**src/rtl/aes_block_scanner.sv**
```systemverilog
// Captures one 128-bit AES result and scans it out a byte at a time for the 7-segment display.
// Optional compare-against-expected outputs are built when AES_SCAN_MATCH_EN is defined.
module aes_block_scanner #(
   parameter int unsigned TICK_DIV = 50000000,
   parameter bit          LOOP     = 1'b1
) (
   input  logic         clk,
   input  logic         reset,
   input  logic         in_valid,
   input  logic [127:0] in_data,
   output logic         in_ready,
   input  logic         pause,
   input  logic         step,
   output logic [7:0]   byte_out,
   output logic [3:0]   byte_idx,
   output logic         byte_valid,
   output logic         scan_done,
   output logic         busy
`ifdef AES_SCAN_MATCH_EN
   ,
   input  logic [127:0] expected,
   output logic         byte_match,
   output logic         block_match
`endif
);

   localparam int unsigned TW = $clog2(TICK_DIV);

   typedef enum logic [1:0] {StIdle, StShow, StDone} state_e;

   state_e         state_q, state_d;
   logic [127:0]   block_q;
   logic [TW-1:0]  tick_q, tick_d;
   logic [7:0]     byte_d;
   logic [3:0]     idx_d;
   logic           done_d;
   logic           accept, tick_wrap, step_adv, advance, last;

   // Byte 0 is the most significant byte of the block.
   function automatic logic [7:0] pick(input logic [127:0] blk, input logic [3:0] idx);
      logic [7:0] r;
      r = 8'h00;
      for (int i = 0; i < 16; i++) begin
         if (idx == 4'(i)) r = blk[127-8*i -: 8];
      end
      return r;
   endfunction

   assign accept    = in_valid && in_ready;
   assign tick_wrap = (state_q == StShow) && !pause && (tick_q == TW'(TICK_DIV - 1));
   assign step_adv  = (state_q == StShow) && pause && step;
   // A reload on the same edge wins over any tick or step.
   assign advance   = !accept && (tick_wrap || step_adv);
   assign last      = (byte_idx == 4'd15);

   always_ff @(posedge clk or posedge reset) begin
      if (reset) state_q <= StIdle;
      else       state_q <= state_d;
   end

   always_comb begin
      state_d = state_q;
      if (accept)                    state_d = StShow;
      else if (advance && last && !LOOP) state_d = StDone;
   end

   always_comb begin
      in_ready   = 1'b0;
      busy       = 1'b0;
      byte_valid = 1'b0;
      unique case (state_q)
         StIdle: in_ready = 1'b1;
         StShow: begin
            in_ready   = LOOP;
            busy       = 1'b1;
            byte_valid = 1'b1;
         end
         StDone: begin
            in_ready   = 1'b1;
            byte_valid = 1'b1;
         end
         default: in_ready = 1'b1;
      endcase
   end

   always_comb begin
      tick_d = tick_q;
      idx_d  = byte_idx;
      byte_d = byte_out;
      done_d = 1'b0;
      if (accept) begin
         tick_d = '0;
         idx_d  = 4'd0;
         byte_d = in_data[127:120];
      end else if (advance) begin
         tick_d = '0;
         done_d = last;
         if (!last) begin
            idx_d  = byte_idx + 4'd1;
            byte_d = pick(block_q, byte_idx + 4'd1);
         end else if (LOOP) begin
            idx_d  = 4'd0;
            byte_d = block_q[127:120];
         end
      end else if (state_q == StShow && !pause) begin
         tick_d = tick_q + 1'b1;
      end
   end

   always_ff @(posedge clk or posedge reset) begin
      if (reset) begin
         block_q   <= '0;
         tick_q    <= '0;
         byte_out  <= 8'h00;
         byte_idx  <= 4'd0;
         scan_done <= 1'b0;
      end else begin
         if (accept) block_q <= in_data;
         tick_q    <= tick_d;
         byte_out  <= byte_d;
         byte_idx  <= idx_d;
         scan_done <= done_d;
      end
   end

`ifdef AES_SCAN_MATCH_EN
   always_ff @(posedge clk or posedge reset) begin
      if (reset) begin
         byte_match  <= 1'b0;
         block_match <= 1'b0;
      end else begin
         if (accept) block_match <= (in_data == expected);
         byte_match <= (state_d != StIdle) && (byte_d == pick(expected, idx_d));
      end
   end
`endif

endmodule

```
**config.mk**
```make
export PLATFORM = sky130hd
export DESIGN_NAME = aes_block_scanner
export DESIGN_NICKNAME = d
export VERILOG_FILES = /design/src/rtl/aes_block_scanner.sv
export SDC_FILE = /design/constraint.sdc
export NUM_CORES = 1
export LEC_CHECK = 0
export BUFFER_PORTS_ARGS = -buffer_cell sky130_fd_sc_hd__buf_2
export CORE_MARGIN = 2
export CORE_UTILIZATION = 51
export CTS_CLUSTER_DIAMETER = 80
export CTS_CLUSTER_SIZE = 40
export DETAILED_ROUTE_END_ITERATION = 8
export MAX_ROUTING_LAYER = met4
export PLACE_DENSITY = 0.76
export SYNTH_ARGS = -nofsm -noshare
export SYNTH_HDL_FRONTEND = slang
export SYNTH_SLANG_ARGS = --single-unit
```
**constraint.sdc**
```tcl
create_clock -name clk -period 5.4 [get_ports clk]
set_clock_uncertainty 0.2 [all_clocks]
set_input_delay 1.08 -clock clk [delete_from_list [all_inputs] [get_ports clk]]
set_output_delay 1.08 -clock clk [all_outputs]
set_load 0.01 [all_outputs]
```
==> flow_metrics.tcl <==
set metrics [dict create \
    synth_nets 920 \
    vias 6806 \
    critical-path-slowest-cell "o41ai_4" \
    power_frac_clock_pct 40.2 \
    grtUsageMet2_pct 38.61 \
    setup_violations 0 \
    met3_usage_pct 4.955 \
    critPathLaunchType "flop" \
    grt_usage_pct 26.08 \
    nFillCells 1377 \
    drtIter0Drc 608 \
    grt_pass1_wl_mm 35.20 \
    cp.required_ns 5.52 \
    coreArea_sq_um 16640 \
    worstSetupPathType "flop to flop" \
    final_cells 1130 \
    drive_above_1_share_pct 36.37 \
    power_switching_mw 0.7840 \
    yosys_warnings 0 \
    netlist_area_sq_um 8696 \
    first_global_vias 6642 \
    initial_core_util_pct 52.25 \
    crit_buf_inv 1 \
    critical_path.max_stage_delay_ns 0.90 \
    insertion_delay_ns 0.44 \
    power_mw 3.059 \
    drc 0 \
    dp_hpwl_mm 16.01 \
    antenna_found_initial 0 \
    row_count 47 \
    synth_edf_count 0 \
    hp-class "flop to flop" \
    setup_ws_ns 1.343 \
    root_buffer "clkbuf_16" \
    final_max_slew_viol_count 0 \
    grt_max_degree 87 \
    ys_top_cells_by_area "dfrtp_1, mux2_2, nand2_1" \
    dp_cells 1099 \
    cts_max_path_buffers 2 \
    place_ws_ns 1.526 \
    worst-path-max-fanout 24 \
    holdBufCountCts 0 \
    min_period_ns 4.057 \
    clk_pin_slew_ns 0.06 \
    ys_types 73 \
    p_int_mw 2.275 \
    synth_top_area_share_pct 48.35 \
    p_comb_share_pct 12.6 \
    grtUsageMet1_pct 35.56 \
    final_common_cell "dfrtp_1" \
    portBuffers 147 \
    rsz0062_at_grt "false" \
    slew_headroom_pct 22.96 \
    path_cells "inv_1 > o41ai_4 > a222oi_1 > a2111oi_0 > a311oi_1 > o41ai_1" \
    routed_wl_mm 22.52 \
    h-tree-depth 4 \
    fin_tns_setup_ns 0 \
    synth_area_per_cell_sq_um 11.13 \
    top_usage_layer "met2" \
    timing.final.crit_share_pct 75.13 \
    cts.sinks 168 \
    place.gp.congestion 0.9876 \
    antenna_cells 0 \
    fmax_mhz 246.5 \
    yosys_most_used_dff "dfrtp_1" \
    critPathCaptureType "flop" \
    cts_tree "done" \
    ant_nets 0 \
    cts_buffers 17 \
    wire_per_inst_microns 19.93 \
    irDropWorstVdd_mv 0.2294 \
    crit_family "compound AO/OA/AOI/OAI gates" \
    synthArstFlopShare_pct 100.0 \
    firstDrtPassIters 6 \
    synthCells 781 \
    ys_seq_elements 168 \
    viasPerCell 6.023 \
    hold_viol_final 0 \
    maxCapViolCount 0 \
    synth_largest_area_cell "dfrtp_1" \
    worst_pin_slew_ns 1.156 \
    die_area_sq_um 18110 \
    final_core_util_pct 60.75 \
    cts_resized 0 \
    yosysSeqAreaShare_pct 48.35 \
    p_seq_share_pct 47.2 \
    num_io_pins 149 \
    p_sw_share_pct 25.63 \
    die_w_microns 134.6 \
    fin_nets 1037 \
    die_h_microns 134.6 \
    status "completed" \
    grt_overflow 0 \
    leakage_nw 4.312 \
    area_growth_pct 16.27 \
    crit_arrival_ns 4.17 \
    cts_setup_buffers 0 \
    power_density_nw_per_um2 302.6 \
    mostFrequentLayoutCells "dfrtp_1, buf_2, mux2_2, nand2_1, nor2_1" \
]
==> flip-flops by register name, indices dropped and copies added (netlist names) <==
signal and cells:
scan_done 1, byte_idx 4, byte_out 8, tick_q 26, state_q 1, block_q 128
==> worst reg2reg max path, delay by kind of cell (launching register included) <==
family,cells,cell delay (ns)
compound gates,5,2.45
buf+inv,1,0.39
flops,1,0.89
==> cell families after synthesis <==
kind of cell    count (synthesis)  share of synthesized area (%)
compound gates                177                          16.01
xor+xnor                       23                          2.317
fa+ha+maj                       6                         0.8633
buf+inv                        68                          3.439
flops                         168                          48.35
mux                           128                          16.56
other cells                     1                        0.04312
simple gates                  210                          12.42
==> final timing paths <==
| path | end | slack [ns] | cells past startpoint | from |
|---|---|---|---|---|
| setup / recovery | byte_out[5] | 1.34 | 6 | byte_idx[2] |
| hold / removal | block_q[104] | 0.30 | 1 | block_q[104] |
| setup reg to reg | byte_out[5] | 1.34 | 6 | byte_idx[2] |
| hold reg to reg | block_q[104] | 0.30 | 1 | block_q[104] |
| max in group asynchronous | block_q[77] | 3.30 | 3 | reset |
| min in group asynchronous | block_q[25] | 0.59 | 2 | reset |
==> cells in the mapped netlist (4+ instances only) <==
cell type	count
dfrtp_1	168
mux2_2	127
nand2_1	63
nor2_1	49
clkbuf_1	37
a21oi_1	31
xor2_1	18
a22oi_1	17
o21ai_0	17
nand4_1	15
nand3_1	14
nor2b_1	13
a31oi_1	11
inv_1	11
nand3b_1	9
o31ai_1	9
a211oi_1	8
buf_2	8
o22ai_1	8
o2111ai_1	7
o41ai_1	7
a311oi_1	6
a31o_2	6
buf_1	6
ha_1	6
nand2b_1	6
o211a_1	6
a221o_1	5
a222oi_1	5
and3_1	5
nor3_1	5
nor3b_1	5
o211ai_1	5
xnor2_1	5
a2111oi_0	4
or3_1	4
==> per-layer routing <==
layer / up-vias / wire length [microns]
met5: - / 0
met4: 0 / 766
met3: 57 / 1147
met2: 255 / 10310
met1: 3339 / 10290
li1: 3155 / -
==> final cells by class <==
cell class | instances | area, sq um | area share, %
sequential | 168 | 4204 | 41.58
multi-input combinational | 545 | 4193 | 41.47
timing repair buffer | 155 | 810.8 | 8.019
clock buffer | 18 | 429.2 | 4.245
tap | 220 | 275.3 | 2.722
clock inverter | 13 | 153.9 | 1.522
inverter | 11 | 45.04 | 0.4455
==> stage by stage <==
step                      hold WS, ns  cell area (sq um)
after floorplan                0.2716               8700
after CTS                      0.3013              10110
after global placement         0.2838               9528
after global routing           0.3274              10110
after detailed placement       0.2875               9528
final                          0.3007              10110
==> power groups by stage <==
stage,Sequential [mW],Combinational (mW),Clock (mW)
final,1.44,0.386,1.23
after global routing,1.45,0.418,1.30
after CTS,1.44,0.385,1.24
after detailed placement,1.46,0.382,0
after global placement,1.46,0.377,0
after floorplan,1.43,0.254,0
(Power assumes the default switching activity.)
